==> src/rtl/address_decoder_programmable.sv <==
// Programmable multi-range address decoder.
// It holds RANGE_COUNT base/bound/enable windows, which are written through a
// strobe-only configuration port. Lookups pass through two registered
// stages. S1 holds the accepted address. S2 holds the decode result, which is
// taken from the range table as it stands on the edge that S2 loads.
//
// Handshake semantics (both ports): a transfer happens on a rising clock edge
// when valid and ready are both high. A producer holds valid and its payload
// stable until the transfer. The ready signal may depend combinationally on
// the downstream ready (addr_ready follows hit_ready), but it never depends on
// the valid of its own port.
module address_decoder_programmable #(
  parameter int ADDR_WIDTH  = 16,
  parameter int RANGE_COUNT = 4,
  parameter int INDEX_WIDTH = 2
) (
  input  logic                   clock,
  input  logic                   reset_n,
  input  logic                   cfg_valid,
  input  logic [INDEX_WIDTH-1:0] cfg_index,
  input  logic [ADDR_WIDTH-1:0]  cfg_base,
  input  logic [ADDR_WIDTH-1:0]  cfg_bound,
  input  logic                   cfg_enable,
  input  logic                   addr_valid,
  output logic                   addr_ready,
  input  logic [ADDR_WIDTH-1:0]  addr,
  output logic                   hit_valid,
  input  logic                   hit_ready,
  output logic                   hit,
  output logic [RANGE_COUNT-1:0] hit_vector,
  output logic [INDEX_WIDTH-1:0] hit_index
);

  // Range table
  logic [ADDR_WIDTH-1:0]  base_q  [RANGE_COUNT];
  logic [ADDR_WIDTH-1:0]  bound_q [RANGE_COUNT];
  logic [RANGE_COUNT-1:0] enable_q;

  // Pipeline state
  logic                   s1_valid;
  logic [ADDR_WIDTH-1:0]  s1_addr;
  logic                   s2_valid;
  logic                   s2_hit;
  logic [RANGE_COUNT-1:0] s2_vector;
  logic [INDEX_WIDTH-1:0] s2_index;

  // Flow control and decode results
  logic                   s2_free;
  logic                   s2_load;
  logic                   addr_fire;
  logic [RANGE_COUNT-1:0] match_vector;
  logic [INDEX_WIDTH-1:0] match_index;

  // S2 can take new data when it is empty, or when its result leaves this cycle.
  assign s2_free   = !s2_valid || hit_ready;
  assign s2_load   = s1_valid && s2_free;
  assign addr_ready = !s1_valid || s2_free;
  assign addr_fire = addr_valid && addr_ready;

  assign hit_valid  = s2_valid;
  assign hit        = s2_hit;
  assign hit_vector = s2_vector;
  assign hit_index  = s2_index;

  // Configuration write: replace base, bound and enable of the addressed range.
  // An index with no matching range falls through every compare and is dropped.
  always_ff @(posedge clock or negedge reset_n) begin
    if (!reset_n) begin
      for (int r = 0; r < RANGE_COUNT; r++) begin
        base_q[r]  <= '0;
        bound_q[r] <= '0;
      end
      enable_q <= '0;
    end else if (cfg_valid) begin
      for (int r = 0; r < RANGE_COUNT; r++) begin
        if (cfg_index == INDEX_WIDTH'(r)) begin
          base_q[r]   <= cfg_base;
          bound_q[r]  <= cfg_bound;
          enable_q[r] <= cfg_enable;
        end
      end
    end
  end

  // Full-width unsigned window compare of the S1 address against every range.
  // If base > bound, the two compares cannot both hold, so the window never matches.
  always_comb begin
    match_vector = '0;
    for (int r = 0; r < RANGE_COUNT; r++) begin
      match_vector[r] = enable_q[r] && (s1_addr >= base_q[r]) && (s1_addr <= bound_q[r]);
    end
  end

  // Priority pick of the lowest matching range. The index is 0 when nothing matches.
  always_comb begin
    match_index = '0;
    for (int r = RANGE_COUNT - 1; r >= 0; r--) begin
      if (match_vector[r]) begin
        match_index = INDEX_WIDTH'(r);
      end
    end
  end

  // S1: capture the address on a request handshake. Empty the stage when it drains without a refill.
  always_ff @(posedge clock or negedge reset_n) begin
    if (!reset_n) begin
      s1_valid <= 1'b0;
      s1_addr  <= '0;
    end else begin
      if (addr_ready) begin
        s1_valid <= addr_valid;
      end
      if (addr_fire) begin
        s1_addr <= addr;
      end
    end
  end

  // S2: register the decode result of S1. Hold it while the consumer stalls.
  always_ff @(posedge clock or negedge reset_n) begin
    if (!reset_n) begin
      s2_valid  <= 1'b0;
      s2_hit    <= 1'b0;
      s2_vector <= '0;
      s2_index  <= '0;
    end else begin
      if (s2_free) begin
        s2_valid <= s1_valid;
      end
      if (s2_load) begin
        s2_hit    <= |match_vector;
        s2_vector <= match_vector;
        s2_index  <= match_index;
      end
    end
  end

endmodule
==> config.mk <==
export PLATFORM = sky130hd
export DESIGN_NAME = address_decoder_programmable
export DESIGN_NICKNAME = d
export VERILOG_FILES = /design/src/rtl/address_decoder_programmable.sv
export SDC_FILE = /design/constraint.sdc
export NUM_CORES = 1
export LEC_CHECK = 0
export BUFFER_PORTS_ARGS = -buffer_cell sky130_fd_sc_hd__buf_4
export CORE_UTILIZATION = 60
export DETAILED_ROUTE_END_ITERATION = 8
export PLACE_DENSITY_LB_ADDON = 0.12
export SYNTH_ARGS = -nofsm -noshare
export SYNTH_HDL_FRONTEND = slang
export SYNTH_SLANG_ARGS = --single-unit
==> constraint.sdc <==
create_clock -name clock -period 5.7 [get_ports clock]
set_clock_uncertainty 0.2 [all_clocks]
set_input_delay 0.57 -clock clock [delete_from_list [all_inputs] [get_ports clock]]
set_output_delay 0.57 -clock clock [all_outputs]
set_load 0.02 [all_outputs]
Word-level counts from Yosys, hierarchy flattened. Cells that the tools add are included.

Word-level logic and storage cells: 53. Flip-flop bits (word level): 157. Bits of input ports: 56.

Magnitude comparators: 8. Reduce and logical (&&, ||, !) cells: 20. Eq/ne operators: 3. Mux-type cells: 4.

Operators with widths (number): >= comparator 16 bit (4); less-or-equal comparator 16 bit (4); logical AND 1 bit (10); two-way mux 2 bit (4); AND reduction 2 bit (4); equality test 2 bit (second input constant) (2); OR reduction 4 bit (1); equality test 2 x 1 -> 1 bit (second input constant) (1); logical NOT 1 bit (2); logical NOT 2 bit (1); logical OR 1 bit (2).

Longest topological paths before layout.
Depth in word-level cells: 7. Gate-level depth with buffers: 9. Depth with buffers taken out: 9.

Worst setup path before layout. No wires, ideal clock.

Path kind: flip-flop to flip-flop. Start: reg s1_addr[1]. End: reg s2_index[0] (netlist: hit_index[0]). Period minus slack after synthesis: 2.235 ns. Path slack: 3.465 ns. Stages on the path, launching flop included: 9. Buffers on the path: 0. Data required time: 5.404 ns. Arrival time: 1.939 ns. Path through: dfrtp_1 ha_1 nor2b_1 o211ai_1 a21oi_1 a211o_1 a221oi_4 a21oi_1 o31ai_1.

Cells in the longest elaborated chain, start to end: 7. Elaborated cells between the ends (all ways): 20.

RTL lines: from (decl) (RTL line 41) `logic [ADDR_WIDTH-1:0] s1_addr;`; from (signal assigned) (RTL line 114) `s1_addr <= addr;`; >= comparator 16 bit (RTL line 90) `match_vector[r] = enable_q[r] && (s1_addr >= base_q[r]) && (s1_addr <= bound_q[r]);`; logical AND 1 bit (2 in series) (RTL line 90); two-way mux 2 bit (3 in series) (RTL line 98) `if (match_vector[r]) begin`; two-way mux 2 bit * (RTL line 98); to (signal assigned) (RTL line 133) `s2_index <= match_index;`; to (decl) (RTL line 45) `logic [INDEX_WIDTH-1:0] s2_index;`.

Every way passes the cells marked *; elsewhere a longest branch is shown, timed or not. A chain may end at the register's enable or synchronous reset.

Worst setup path after layout.
Start: reg s1_addr[7]. End: reg s2_index[1] (netlist: hit_index[1]).

The elaborated chain is that of the path after synthesis.

==> impl_metrics.csv <==
group,metric,value,unit
layout,area_delta_synth_final,14.5,%
layout,final_cells,1093,
logic_synthesis,ys_seq_area_frac,0.438,
logic_synthesis,async_flop_share,1.00,
cts,cts_setup_buffers,0,
global_routing,grt_pass1_vias,6899,
logic_synthesis,synth_top_area_cell,"dfrtp_1",
detailed_routing,via_per_inst,5.88,
detailed_routing,drt_iter0_markers,388,
layout,fin_area,0.0103,mm^2
pwr,p_total,3.74,mW
timing,timing.final.ws_setup,2.74,ns
pwr,p_leak,5.08,nW
layout,layout_common_cells,"dfrtp_1, ha_1, inv_1, mux2_2, buf_4",
layout,diodes,0,
cts,cts_made_buffers,17,
floorplan,rows,44,
worst_setup_path,r2r_setup_slack,2.74,ns
status,status,"finished, final reports clean",
global_routing,grt_pass1_wl,34900,um
timing,relSlewSlack,0.269,
cts,htreeDepth,4,
worst_setup_path,crit_type,"reg -> reg",
detailed_routing,wl_per_cell,19.5,um
logic_synthesis,synth_flop_cell,"dfrtp_1",
floorplan,dieHeight,124,um
timing,tightest_slew,1.10,ns
logic_synthesis,ys_ff_latch,157,
worst_setup_path,cp_max_fo,9,
logic_synthesis,synth_mux_area_frac,0.151,
worst_hold_path,hp-class,"in -> async",
layout,nNetsFinal,1080,
worst_setup_path,cp.arrival,3.09,ns
placement,placed_cells,1061,
logic_synthesis,synth.top_cell.area_share,0.438,
cts,cts_buffer_depth,2,
floorplan,io_pins,65,
logic_synthesis,syn_avg_cell_area,10.9,um^2
worst_setup_path,required,5.83,ns
detailed_routing,first_pass_iters,5,
detailed_routing,num_vias,6422,
floorplan,die_area,0.0154,mm^2
cts,cts_tree,"yes",
timing,finalSetupViolCount,0,
layout,n_fill_cell,1056,
logic_synthesis,synth-xor-area-share,0,
layout,drive_gt1_frac,0.250,
timing,layout_min_cycle_time,2.96,ns
logic_synthesis,synth.distinct_cells,47,
timing,holdWs,0.0502,ns
timing,final_hold_viol_count,0,
timing,drv_slew,0,
logic_synthesis,netlist_area,0.00897,mm^2
logic_synthesis,synth_top_family_by_area,"adder cells",
global_routing,antenna_found_initial,0,
cts,cts_hold_buffers,0,
cts,cts_resized,0,
logic_synthesis,syn_nets,1009,
logic_synthesis,synth_compound_area_frac,0.0936,
cts,cts-root-buf,"clkbuf_16",
placement,dp_slack,2.77,ns
timing,fin_setup_tns,0,ns
logic_synthesis,synth-simple-area-share,0.0792,
logic_synthesis,synth_edf_count,0,
flow_run,maxCapViolations,0,
logic_synthesis,synth_area_leaders,"dfrtp_1, ha_1, mux2_2, inv_1, o21ai_0",
global_routing,grt_max_degree,110,
cts,clk_latency,0.43,ns
placement,hpwl,15200,um
global_routing,grt.overflow.total,0,
placement,port_buffers,64,
logic_synthesis,synthCells,825,
global_routing,grt_usage,0.293,
placement,dpl_cell_area,0.00966,mm^2
detailed_routing,drtAntennaViolNets,0,
worst_setup_path,endpoint_kind,"flop",
logic_synthesis,ys_warn_count,0,
timing,finalCritPeriodShare,0.520,
floorplan,die_x,124,um
logic_synthesis,synth_fa_ha_area_frac,0.179,
cts,clk_pin_slew_worst_paths,0.06,ns
timing,rsz0062_at_grt,"no",
worst_setup_path,crit_path_start_kind,"flop",
detailed_routing,routed_wl,21300,um
timing,max_freq,337,MHz
layout,final_common_cell,"dfrtp_1",
pwr,peakVddDrop,257,uV
cts,cts_sinks,157,
detailed_routing,drc,0,
floorplan,core_area,0.0145,mm^2
pwr,power_density,364,mW/mm^2
layout,utilization,0.707,
floorplan,initial_core_util,0.617,
placement,gp_congestion,0.873,
worst_setup_path,reg2regPathDepth,8,
==> cells by family (layout without fill, tap and decap cells) <==
family                     count (synthesis)  count (layout)
adders and majority gates                128             128
AOI/OAI and AO/OA                        135             135
and+or+nand+nor                          142             142
DFF                                      157             157
muxes                                    120             120
buffers and inverters                    143             227
==> where the power goes <==
group          switching [mW]  leakage [nW]  internal, mW
logic                   0.585          2.91         0.501
registers               0.158          1.88          1.32
clock network           0.476         0.298         0.704
total                    1.22          5.08          2.52
==> flip-flops by register name (all words and copies together) (netlist names) <==
register and cells:
hit 1, bound_q 64, base_q 64, s1_addr 16, enable_q 4, hit_index 2, hit_vector 4, s1_valid 1
hit_valid 1
==> per-layer routing <==
| layer | track usage | vias to the layer above | part of all wire |
|---|---|---|---|
| met5 | 0 | - | 0 |
| met4 | 0.123 | 0 | 0.028 |
| li1 | - | 3032 | - |
| met2 | 0.473 | 161 | 0.47 |
| met3 | 0.0623 | 53 | 0.047 |
| met1 | 0.384 | 3176 | 0.45 |
==> cell usage after synthesis, types with 2 or more instances <==
| library cell | n |
|---|---|
| o211ai_1 | 4 |
| nor4_1 | 2 |
| a21o_1 | 7 |
| clkbuf_1 | 15 |
| a211oi_1 | 8 |
| inv_1 | 127 |
| ha_1 | 128 |
| mux2_2 | 119 |
| and4_1 | 2 |
| nor3b_1 | 5 |
| nand3b_1 | 3 |
| nor2b_1 | 6 |
| o21ai_0 | 52 |
| nand2b_1 | 7 |
| o31a_1 | 2 |
| a211o_1 | 2 |
| nand3_1 | 11 |
| a221oi_1 | 2 |
| nor3_1 | 2 |
| nand4_1 | 19 |
| a21oi_1 | 43 |
| dfrtp_1 | 157 |
| nand2_1 | 59 |
| o221ai_1 | 3 |
| nor2_1 | 18 |
==> path summary, 6_finish.rpt <==
check	from	endpoint
worst max register to register	s1_addr[7]	hit_index[1]
worst min-delay path	reset_n	base_q[28]
worst max-delay path	s1_addr[7]	hit_index[1]
max in group asynchronous	reset_n	base_q[18]
worst min register to register	base_q[3]	base_q[3]
min in group clock	addr_valid	s1_valid
==> layout make-up <==
class | count | area [um^2] | share of cell area
multi-input combinational | 525 | 4510 | 0.439
sequential | 157 | 3930 | 0.382
timing repair buffer | 68 | 514 | 0.0501
inverter | 127 | 477 | 0.0464
clock buffer | 19 | 443 | 0.0431
tap | 184 | 230 | 0.0224
clock inverter | 13 | 165 | 0.0161
==> critical path, cell delays in order (launching register included) <==
cell and delay [ns]:
dfrtp_1 0.55, ha_1 0.39, nand2_1 0.07, nor4_1 0.30, a21oi_1 0.17, o21ai_0 0.48
o2111ai_1 0.26, and2_1 0.26, o41ai_2 0.20
Note: power is estimated with default switching activity, not from simulation.
